**src/rtl/sum_accum.sv**
```systemverilog
// Block accumulator behind the 4+4 adder: sums COUNT samples, tracks max/overflow.
// Define SUM_ACCUM_SAT_EN to saturate the accumulator instead of wrapping.
module sum_accum #(
  parameter int SUM_W = 5,
  parameter int COUNT = 4,
  parameter int ACC_W = 7
) (
  input  logic             clk,
  input  logic             rst,
  input  logic             in_valid,
  output logic             in_ready,
  input  logic [SUM_W-1:0] in_sum,
  output logic             out_valid,
  input  logic             out_ready,
  output logic [ACC_W-1:0] out_total,
  output logic [SUM_W-1:0] out_max,
  output logic             out_ovf
);

  localparam int CNT_W = (COUNT > 1) ? $clog2(COUNT) : 1;
  localparam logic [CNT_W-1:0] LAST = CNT_W'(COUNT - 1);

  typedef enum logic [1:0] {
    IDLE,
    ACCUM,
    HOLD
  } state_t;

  state_t           r_state;
  state_t           w_next;
  logic [ACC_W-1:0] r_acc;
  logic [ACC_W-1:0] w_acc;
  logic [SUM_W-1:0] r_max;
  logic [SUM_W-1:0] w_max;
  logic [CNT_W-1:0] r_cnt;
  logic             r_ovf;
  logic             w_ovf;
  logic [ACC_W:0]   w_sum;
  logic             w_accept;
  logic             w_xfer;
  logic             w_last;
  logic             r_valid;
  logic [ACC_W-1:0] r_total;
  logic [SUM_W-1:0] r_omax;
  logic             r_oovf;

  assign in_ready  = ~rst & (r_state != HOLD);
  assign w_accept  = in_valid & in_ready;
  assign w_xfer    = r_valid & out_ready;
  assign w_last    = (r_cnt == LAST);
  assign out_valid = r_valid;
  assign out_total = r_total;
  assign out_max   = r_omax;
  assign out_ovf   = r_oovf;

  always_comb begin
    w_sum = {1'b0, r_acc} + (ACC_W + 1)'(in_sum);
    w_ovf = r_ovf | w_sum[ACC_W];
    w_max = (in_sum > r_max) ? in_sum : r_max;
`ifdef SUM_ACCUM_SAT_EN
    w_acc = w_sum[ACC_W] ? '1 : w_sum[ACC_W-1:0];
`else
    w_acc = w_sum[ACC_W-1:0];
`endif
  end

  always_comb begin
    w_next = r_state;
    unique case (r_state)
      IDLE, ACCUM: begin
        if (w_accept) w_next = w_last ? HOLD : ACCUM;
      end
      HOLD: begin
        if (w_xfer) w_next = IDLE;
      end
      default: w_next = IDLE;
    endcase
  end

  always_ff @(posedge clk) begin
    if (rst) begin
      r_state <= IDLE;
      r_acc   <= '0;
      r_max   <= '0;
      r_cnt   <= '0;
      r_ovf   <= 1'b0;
      r_valid <= 1'b0;
      r_total <= '0;
      r_omax  <= '0;
      r_oovf  <= 1'b0;
    end else begin
      r_state <= w_next;
      if (w_accept) begin
        r_acc <= w_acc;
        r_max <= w_max;
        r_cnt <= r_cnt + 1'b1;
        r_ovf <= w_ovf;
        if (w_last) begin
          r_total <= w_acc;
          r_omax  <= w_max;
          r_oovf  <= w_ovf;
          r_valid <= 1'b1;
        end
      end
      // Totals stay visible after transfer; only the block state restarts.
      if (w_xfer) begin
        r_valid <= 1'b0;
        r_acc   <= '0;
        r_max   <= '0;
        r_cnt   <= '0;
        r_ovf   <= 1'b0;
      end
    end
  end

endmodule
```
**config.mk**
```make
export PLATFORM = sky130hd
export DESIGN_NAME = sum_accum
export DESIGN_NICKNAME = d
export VERILOG_FILES = /design/src/rtl/sum_accum.sv
export SDC_FILE = /design/constraint.sdc
export NUM_CORES = 1
export LEC_CHECK = 0
export CAP_MARGIN = 10
export CORE_ASPECT_RATIO = 1.4
export CORE_MARGIN = 4
export CORE_UTILIZATION = 50
export CTS_CLUSTER_SIZE = 28
export DETAILED_ROUTE_END_ITERATION = 16
export GPL_TIMING_DRIVEN = 0
export HOLD_SLACK_MARGIN = 0.02
export PLACE_DENSITY_LB_ADDON = 0.3
export SLEW_MARGIN = 25
export SYNTH_ARGS = -nofsm -noshare
export SYNTH_HDL_FRONTEND = slang
export SYNTH_SLANG_ARGS = --single-unit
export TNS_END_PERCENT = 100
```
**constraint.sdc**
```tcl
create_clock -name clk -period 2.35 [get_ports clk]
set_clock_uncertainty 0.1 [all_clocks]
set_input_delay 0.5875 -clock clk [delete_from_list [all_inputs] [get_ports clk]]
set_output_delay 0.5875 -clock clk [all_outputs]
set_load 0.01 [all_outputs]
```
==> run_results.csv, run 1 <==
group,metric,value,unit
outcome,result_of_the_run,"complete, no violations",
setup_path,critPathRequiredTime,2.42,ns
synth,synth-warning-count,0,
pwr,p_sw_share,26.5,%
timing,grt_setup_unrepaired,"no",
place,dpl.hpwl,2760,um
synth,synth_seq_area_share,38.3,%
min_path,holdCritPathClass,"flop to flop",
grt,first_global_vias,1370,
min_path,min_from,"r_state[1]",
timing,finalSetupViolCount,0,
clocking,clk_latency,0.28,ns
setup_path,element_type_at_the_critical_path_start,"primary input",
synth,ys_ff_latch,31,
clocking,cts_buffers,5,
grt,top_usage_layer,"met2",
grt,first_pass_grt_wire_length,6040,um
place,pre_cts_slack,-0.524,ns
timing,fin_hold_ws,0.352,ns
synth,synth.cell_area,0.00162,mm2
pwr,power.combinational.fraction,17.7,%
clocking,cts_hold_buffers,0,
setup_path,crit-reg2reg-launch,"r_max[2]",
setup_path,critPathKind,"primary input to flop",
grt,grt_antenna_before_repair,0,
grt,grtUsageTotal,19.1,%
grt,met1_resource_use_gr,19.1,%
floorplan,floorplan.die_area,0.00423,mm2
grt,gr-usage-met3,4.92,%
grt,maximum_number_of_pins_on_one_net_before_global_route_repair,11,
timing,maxSlewViolCount,0,
floorplan,start_util,51.8,%
floorplan,die_width,56.1,um
timing,worstMarginPinSlew,0.452,ns
timing,setup_ws,0.0720,ns
grt,grt_util_met2,33.8,%
timing,shortest_clock_period_the_worst_path_allows_after_layout,2.28,ns
timing,slew_headroom,69.9,%
clocking,cts-root-to-sink-buffers,2,
routing,post_drt_via_cell_ratio,5.41,
pwr,seq_power_share,44.5,%
pwr,power_frac_clock,37.8,%
floorplan,design.portCount,24,
routing,routed_wirelength,3830,um
floorplan,placeableCoreArea,0.00312,mm2
place,gp_routability_congestion,0.852,
clocking,cts-htree-levels,2,
synth,postSynthNetCount,196,
routing,drt-wirelength-per-cell,15.4,um
setup_path,critical_path.startpoint,"in_sum[2]",
synth,synth.top_cells.by_area,"sky130_fd_sc_hd__dfxtp_1, sky130_fd_sc_hd__mux2i_1, sky130_fd_sc_hd__ha_1",
place,numPortBuffers,22,
place,placement.cell_area,0.00189,mm2
synth,yosys.area.top_type_share,38.3,%
pwr,finalPower,0.00124,W
grt,global_route.overflow_total,0,
floorplan,core.rowCount,24,
clocking,cts_num_sinks,31,
pwr,cell_internal_pwr,0.000911,W
setup_path,critical_path_peak_fanout,4,
floorplan,chipHeight,75.3,um
setup_path,timing.reg2reg.setup_slack,0.22,ns
setup_path,critical_path.endpoint_type,"flop",
synth,netlist_instances,175,
clocking,post_cts_clock_slew_at_the_launch_and_capture_registers_of_the_worst_setup_and_hold_paths,0.07,ns
routing,first_iter_violations,40,
synth,syn-mean-instance-area,9.25,um2
final_layout,ant_diodes,0,
timing,period_share,96.9,%
synth,yosys.area.top_type,"sky130_fd_sc_hd__dfxtp_1",
routing,number_of_vias_after_detailed_routing,1342,
timing,hold_violations,0,
pwr,p_leak,0.826,nW
clocking,cts_tree,"done",
routing,route.detailed.drc,0,
final_layout,fillerInstances,254,
pwr,power.switching,0.000329,W
synth,synth_cell_type_count,41,
pwr,power_density,584,mW/mm2
final_layout,share_of_layout_cells_above_drive_strength_1,18.2,%
final_layout,finish.net_count,229,
timing,max_clock_freq,439,MHz
run,max_cap_violations,0,
routing,count_of_tritonroute_iterations_in_the_first_routing_pass,4,
final_layout,area_growth,31.1,%
final_layout,post-route-cell-area,0.00212,mm2
clocking,cts_root_buffer,"sky130_fd_sc_hd__clkbuf_8",
pwr,worst_voltage_drop_across_the_vdd_grid,0.000462,V
setup_path,cp_data_arrival_time,2.35,ns
routing,postRouteAntennaNets,0,
[power by group through the flow]
stage               combinational [W]  clock [W]  sequential [W]
finish                       0.000219   0.000469        0.000552
global route                 0.000237   0.000504        0.000553
CTS                          0.000202   0.000474        0.000551
detailed placement           0.000179          0        0.000562
global placement             0.000171          0        0.000561
floorplan                    0.000127          0        0.000560
[sequential cells by signal, indices dropped and copies added (netlist names)]
signal     flops
r_state        2
out_ovf        1
out_max        5
r_max          5
r_acc          7
out_valid      1
r_ovf          1
r_cnt          2
out_total      7
[cell families after synthesis]
logic type / after synthesis / synth area share (%)
muxes: 14 / 8.66
and+or+nand+nor: 60 / 17.5
xor gates and xnor gates: 5 / 2.71
DFF: 31 / 38.3
buffers and inverters: 20 / 5.25
adders and majority gates: 12 / 9.74
AOI/OAI and AO/OA: 33 / 17.9
[per-stage QoR]
step           cells  util, %  TNS, ns
3_3_place_gp     236     60.5    -6.54
2_1_floorplan    175        -        0
3_5_place_dp     236     60.5    -7.48
6_report         248     68.0        0
4_1_cts          247     66.4        0
5_1_grt          248     68.0        0
[per-layer routing]
metal  vias up  wire length, um
met3        19              114
li1        673                -
met5         -                0
met4         0              211
met2        31             2000
met1       619             1500
[worst paths after layout]
| check | end | cells past startpoint |
|---|---|---|
| worst max register to register | out_max[1] | 9 |
| worst min-delay path | r_state[0] | 1 |
| worst max-delay path | out_max[1] | 9 |
| worst min register to register | r_state[0] | 1 |
[Yosys cell counts, drive strengths merged]
cell     instances
mux2i           14
or3              1
nor4             1
a21o             1
xnor2            3
nor2            31
nand3            5
fa               1
a21oi            7
o311ai           2
nand4bb          1
nor3             1
and2             1
a311oi           1
a2111oi          1
o21ai            5
nor3b            1
nand4            2
nand2b           1
nand2           12
o2111a           1
a31oi            1
buf              4
o211ai           1
a211o            1
dfxtp           31
inv             12
a41oi            1
a211oi           9
xor2             2
o21a             1
o31ai            1
or2              1
clkbuf           4
ha              11
nor2b            2
[what timing repair did]
action / in CTS / in global routing
resized for setup: 18 / 7
endpoints found under the setup margin: 14 / 9
pin swaps: 4 / 2
setup buffers: 3 / 1
[worst max-delay path: stages]
cell                            delay (ns)
sky130_fd_sc_hd__dlygate4sd2_1        0.30
sky130_fd_sc_hd__ha_1                 0.33
sky130_fd_sc_hd__nand4_1              0.15
sky130_fd_sc_hd__buf_4                0.15
sky130_fd_sc_hd__nor2_4               0.04
sky130_fd_sc_hd__o31ai_4              0.25
sky130_fd_sc_hd__buf_6                0.18
sky130_fd_sc_hd__mux2i_4              0.26
sky130_fd_sc_hd__a211oi_2             0.09
[final cells by class]
class	instances	area [um2]	area share (%)
repair buffers	26	263	12.4
plain buffers	8	43.8	2.06
inverters	12	45.0	2.12
flip-flops and latches	31	621	29.2
clock inverters	1	7.51	0.354
multi-input cells	124	998	47.0
clock buffers	7	96.3	4.54
well taps	39	48.8	2.30
[placed cells by master, fill, tap and decap left out, types with 4 or more instances in the layout]
master	instances
sky130_fd_sc_hd__nor2_1	29
sky130_fd_sc_hd__buf_4	4
sky130_fd_sc_hd__o21ai_0	4
sky130_fd_sc_hd__inv_1	12
sky130_fd_sc_hd__nand2_1	12
sky130_fd_sc_hd__a211oi_2	6
sky130_fd_sc_hd__clkdlybuf4s50_1	16
sky130_fd_sc_hd__ha_1	8
sky130_fd_sc_hd__a21oi_1	6
sky130_fd_sc_hd__clkbuf_8	7
sky130_fd_sc_hd__nand3_1	5
sky130_fd_sc_hd__mux2i_1	11
sky130_fd_sc_hd__dlygate4sd2_1	5
sky130_fd_sc_hd__dfxtp_1	31
(Power assumes the default switching activity.)
==> run 2, diff against run 1 <==
==> constraint.sdc (replaced) <==
create_clock -name clk -period 2.35 [get_ports clk]
set_clock_uncertainty 0.1 [all_clocks]
set_input_delay 0.3525 -clock clk [delete_from_list [all_inputs] [get_ports clk]]
set_output_delay 0.3525 -clock clk [all_outputs]
set_load 0.01 [all_outputs]
==> run_results.csv, run 2 (synthesized netlist as in run 1, its figures left out) <==
group,metric,value,unit
setup_path,critPathRequiredTime,2.45,ns
clocking,cts_root_buffer,"sky130_fd_sc_hd__clkbuf_8",
routing,postRouteAntennaNets,0,
floorplan,core.rowCount,24,
grt,grtUsageTotal,18.4,%
final_layout,stdcell_count,245,
pwr,p_sw_share,26.0,%
place,gp_routability_congestion,0.852,
setup_path,critical_path.startpoint,"in_sum[0]",
grt,grt_antenna_before_repair,0,
grt,global_route.overflow_total,0,
final_layout,finish.net_count,226,
grt,maximum_number_of_pins_on_one_net_before_global_route_repair,11,
outcome,result_of_the_run,"complete, no violations",
place,numPortBuffers,22,
routing,drt-wirelength-per-cell,14.7,um
setup_path,critical_path.endpoint_type,"flop",
final_layout,layout.cells.most_common,"sky130_fd_sc_hd__dfxtp_1",
final_layout,share_of_layout_cells_above_drive_strength_1,13.1,%
routing,route.detailed.drc,0,
grt,gr-usage-met3,4.75,%
floorplan,design.portCount,24,
clocking,clk_latency,0.28,ns
pwr,power.combinational.fraction,15.3,%
setup_path,cp_data_arrival_time,2.38,ns
floorplan,floorplan.die_area,0.00423,mm2
timing,maxSlewViolCount,0,
pwr,power_density,597,mW/mm2
floorplan,placeableCoreArea,0.00312,mm2
timing,hold_violations,0,
clocking,cts_buffers,5,
pwr,power.switching,0.000313,W
floorplan,chipHeight,75.3,um
pwr,cell_internal_pwr,0.000888,W
setup_path,slowest_delay,0.53,ns
setup_path,crit_chain,"clkdlybuf4s50_1 > ha_1 > inv_1 > fa_1 > nor2b_1 > o2111a_1 > nor2_1 > xor2_1 > a211oi_1",
timing,period_share,97.3,%
clocking,cts-htree-levels,2,
timing,worstMarginPinSlew,0.448,ns
routing,count_of_tritonroute_iterations_in_the_first_routing_pass,4,
setup_path,critical_path_buf_inv_count,2,
pwr,worst_voltage_drop_across_the_vdd_grid,0.000458,V
clocking,cts_num_sinks,31,
setup_path,critPathKind,"primary input to flop",
setup_path,critical_path_peak_fanout,4,
grt,top_usage_layer,"met2",
grt,grt_util_met2,32.8,%
pwr,seq_power_share,45.8,%
min_path,min_from,"rst",
timing,slew_headroom,70.1,%
floorplan,die_width,56.1,um
pwr,p_leak,0.785,nW
timing,grt_setup_unrepaired,"no",
routing,first_iter_violations,16,
routing,number_of_vias_after_detailed_routing,1331,
place,dpl.hpwl,2760,um
final_layout,most-common-layout-cells,"sky130_fd_sc_hd__dfxtp_1, sky130_fd_sc_hd__nor2_1, sky130_fd_sc_hd__clkdlybuf4s50_1, sky130_fd_sc_hd__mux2i_1",
clocking,cts-root-to-sink-buffers,2,
grt,first_pass_grt_wire_length,5830,um
place,placed_cells,236,
floorplan,start_util,51.8,%
grt,first_global_vias,1356,
timing,shortest_clock_period_the_worst_path_allows_after_layout,2.29,ns
clocking,post_cts_clock_slew_at_the_launch_and_capture_registers_of_the_worst_setup_and_hold_paths,0.07,ns
setup_path,element_type_at_the_critical_path_start,"primary input",
timing,fin_hold_ws,0.297,ns
final_layout,ant_diodes,0,
routing,post_drt_via_cell_ratio,5.43,
grt,met1_resource_use_gr,17.7,%
setup_path,crit-reg2reg-launch,"r_max[2]",
timing,finalSetupViolCount,0,
run,max_cap_violations,0,
setup_path,slowest_stage,"sky130_fd_sc_hd__clkdlybuf4s50_1",
timing,max_clock_freq,437,MHz
clocking,cts_tree,"done",
min_path,holdCritPathClass,"primary input to flop",
final_layout,area_growth,24.1,%
pwr,power_frac_clock,38.9,%
setup_path,timing.critical_path.max_delay_family,"adder cells",
clocking,cts_hold_buffers,0,
routing,routed_wirelength,3610,um
==> run 2: cell types whose count changed in the layout (fill, tap and decap cells not counted), sizes merged <==
cell,change
buf,-3
clkdlybuf4s50,+6
dlygate4sd2,-5
dlymetal6s2s,-1
==> run 2: per-stage QoR <==
stage               power (W)  util, %  TNS [ns]  instance area (um2)  worst slack, ns
floorplan            0.000687        -         0                 1620            0.495
global placement     0.000732     60.5     -2.02                 1890           -0.241
detailed placement   0.000741     60.5     -2.74                 1890           -0.289
CTS                   0.00120     63.8         0                 1990           0.0151
global route          0.00125     64.3         0                 2010          0.00819
finish                0.00120     64.3         0                 2010           0.0640
==> run 2: final cells by class <==
| type | instances | area (um2) |
|---|---|---|
| well taps | 39 | 48.8 |
| multi-input cells | 124 | 923 |
| clock buffers | 7 | 96.3 |
| plain buffers | 8 | 40.0 |
| fillers | 278 | 1110 |
| flip-flops and latches | 31 | 621 |
| clock inverters | 1 | 7.51 |
| repair buffers | 23 | 228 |
| inverters | 12 | 45.0 |
==> run 2: repair_timing <==
item	CTS	global route
buffers inserted	0	1
setup endpoints to repair	0	7
gates resized for setup	0	2
==> run 2: final timing paths <==
check / slack [ns] / cells after the start / endpoint
worst max-delay path: 0.06 / 9 / out_total[6]
worst min register to register: 0.35 / 1 / r_state[0]
worst max register to register: 0.30 / 8 / out_max[1]
worst min-delay path: 0.30 / 2 / out_max[0]
==> run 2: power by group through the flow <==
stage                     logic [W]  clock network [W]  registers (W)
after floorplan            0.000127                  0       0.000560
after global placement     0.000171                  0       0.000561
after detailed placement   0.000179                  0       0.000562
after CTS                  0.000180           0.000474       0.000550
after global routing       0.000201           0.000501       0.000552
final                      0.000183           0.000467       0.000550
==> run 2: per-layer routing <==
metal	vias up	share of wire, %
met5	-	0
met4	0	6.3
met3	19	3.1
met2	30	51
met1	614	39
li1	668	-
==> run 3, diff against run 2 <==
--- a/config.mk
+++ b/config.mk
@@ -13,8 +13,7 @@
 export DETAILED_ROUTE_END_ITERATION = 16
 export GPL_TIMING_DRIVEN = 0
 export HOLD_SLACK_MARGIN = 0.02
-export PLACE_DENSITY_LB_ADDON = 0.3
-export SLEW_MARGIN = 25
+export PLACE_DENSITY_LB_ADDON = 0.05
 export SYNTH_ARGS = -nofsm -noshare
 export SYNTH_HDL_FRONTEND = slang
 export SYNTH_SLANG_ARGS = --single-unit
==> run_results.csv, run 3 (synthesized netlist as in run 1, its figures left out) <==
group,metric,value,unit
final_layout,fillerInstances,295,
min_path,whs_path_depth,2,
place,dpl.hpwl,2720,um
setup_path,critical_path.endpoint_type,"flop",
final_layout,ant_diodes,0,
final_layout,register_area,621,um2
clocking,cts_hold_buffers,0,
setup_path,timing.reg2reg.setup_slack,0.27,ns
clocking,cts-root-to-sink-buffers,2,
routing,post_drt_via_cell_ratio,5.42,
grt,grtUsageTotal,17.7,%
setup_path,slowest_delay,0.49,ns
place,numPortBuffers,22,
clocking,cts_num_sinks,31,
floorplan,floorplan.die_area,0.00423,mm2
timing,grt_setup_unrepaired,"yes",
place,pre_cts_slack,-0.306,ns
setup_path,critPathKind,"primary input to flop",
grt,maximum_number_of_pins_on_one_net_before_global_route_repair,11,
timing,slew_headroom,66.4,%
setup_path,cp_data_arrival_time,2.38,ns
floorplan,die_width,56.1,um
pwr,power_density,595,mW/mm2
grt,global_route.overflow_total,0,
setup_path,r2r_path_end,"out_max[2]",
min_path,min_from,"rst",
timing,maxSlewViolCount,0,
timing,fin_hold_ws,0.300,ns
timing,setup_total_negative_slack,0,ns
clocking,cts_tree,"done",
routing,postRouteAntennaNets,0,
floorplan,placeableCoreArea,0.00312,mm2
setup_path,critical_path_peak_fanout,5,
floorplan,chipHeight,75.3,um
pwr,worst_voltage_drop_across_the_vdd_grid,0.000488,V
min_path,holdCritPathClass,"primary input to flop",
floorplan,design.portCount,24,
final_layout,most-common-layout-cells,"sky130_fd_sc_hd__dfxtp_1, sky130_fd_sc_hd__nor2_1, sky130_fd_sc_hd__clkdlybuf4s50_1, sky130_fd_sc_hd__mux2i_1",
timing,setup_ws,0.0418,ns
final_layout,area_growth,23.8,%
routing,count_of_tritonroute_iterations_in_the_first_routing_pass,4,
setup_path,element_type_at_the_critical_path_start,"primary input",
grt,first_pass_grt_wire_length,5650,um
min_path,timing.hold.worst_endpoint,"out_max[1]",
clocking,post_cts_clock_slew_at_the_launch_and_capture_registers_of_the_worst_setup_and_hold_paths,0.07,ns
routing,drt-wirelength-per-cell,14.6,um
grt,grt_antenna_before_repair,0,
routing,route.detailed.drc,0,
clocking,clk_latency,0.28,ns
floorplan,start_util,51.8,%
setup_path,cp_common_cell,"sky130_fd_sc_hd__a211oi_2",
final_layout,layout.cells.most_common,"sky130_fd_sc_hd__dfxtp_1",
timing,max_clock_freq,433,MHz
timing,period_share,98.2,%
timing,finalSetupViolCount,0,
setup_path,cells_on_worst_reg2reg_path,7,
setup_path,crit_chain,"clkdlybuf4s50_1 > ha_1 > a211oi_2 > nor2_2 > o31ai_4 > mux2i_1 > a211oi_2",
final_layout,multi_input_gate_area,923,um2
routing,routed_wirelength,3560,um
final_layout,finish.net_count,225,
grt,first_global_vias,1235,
timing,shortest_clock_period_the_worst_path_allows_after_layout,2.31,ns
place,gp_routability_congestion,0.828,
outcome,result_of_the_run,"complete, no violations",
routing,first_iter_violations,33,
setup_path,slowest_stage,"sky130_fd_sc_hd__clkdlybuf4s50_1",
run,max_cap_violations,0,
clocking,cts_root_buffer,"sky130_fd_sc_hd__clkbuf_8",
timing,hold_violations,0,
final_layout,share_of_layout_cells_above_drive_strength_1,13.2,%
clocking,post-cts-setup-buffer-count,0,
floorplan,core.rowCount,24,
clocking,cts-htree-levels,2,
clocking,cts_buffers,5,
setup_path,crit-reg2reg-launch,"r_max[2]",
pwr,p_leak,0.785,nW
timing,worstMarginPinSlew,0.504,ns
routing,number_of_vias_after_detailed_routing,1323,
setup_path,critPathRequiredTime,2.42,ns
-- run 3: final cells by class --
cell class	instances	area share [%]
Multi-Input combinational cell	124	46.1
Sequential cell	31	31.0
Timing Repair Buffer	22	11.1
Clock buffer	7	4.81
Tap cell	39	2.43
Inverter	12	2.25
Buffer	8	2.00
Clock inverter	1	0.375
-- run 3: power breakdown --
group          leakage [nW]  internal (W)  switching (W)  total (W)
clock                0.0505      0.000266       0.000196   0.000462
sequential            0.251      0.000541     0.00000936   0.000550
combinational         0.483     0.0000787       0.000102   0.000181
-- run 3: what timing repair did --
action,in CTS,in global routing
cloned,0,0
pin swaps,0,1
resized for setup,1,3
setup endpoints to repair,1,6
-- run 3: worst max-delay path by stage --
stage | slack, ns | end | start
after floorplan | 0.50 | out_max[3] | in_sum[2]
after global placement | -0.26 | out_max[2] | in_sum[2]
after detailed placement | -0.31 | out_max[1] | in_sum[2]
after CTS | 0.005 | out_max[2] | in_sum[2]
after global routing | -0.0002 | out_max[2] | in_sum[2]
final | 0.04 | out_max[2] | in_sum[2]
-- run 3: metrics by stage --
step                      power, W  cell area (um2)  cells  util (%)
after detailed placement  0.000741             1890    236      60.5
after global routing       0.00125             2000    244      64.2
after global placement    0.000735             1890    236      60.5
after floorplan           0.000687             1620    175         -
after CTS                  0.00121             2000    244      63.9
final                      0.00119             2000    244      64.2
-- run 3: layer usage --
metal	GRT usage [%]	up-vias	wire [um]
li1	-	665	-
met1	19.5	616	1440
met2	31.5	33	1900
met3	4.58	9	142
met4	9.76	0	77
met5	0	-	0
-- run 3: critical path, delay by kind of cell --
family	cells	cell delay (ns)
AO/OA/AOI/OAI	3	0.71
multiplexers	1	0.36
buffers and inverters	1	0.49
adder cells (fa/ha/maj)	1	0.36
AND/OR/NAND/NOR	1	0.10
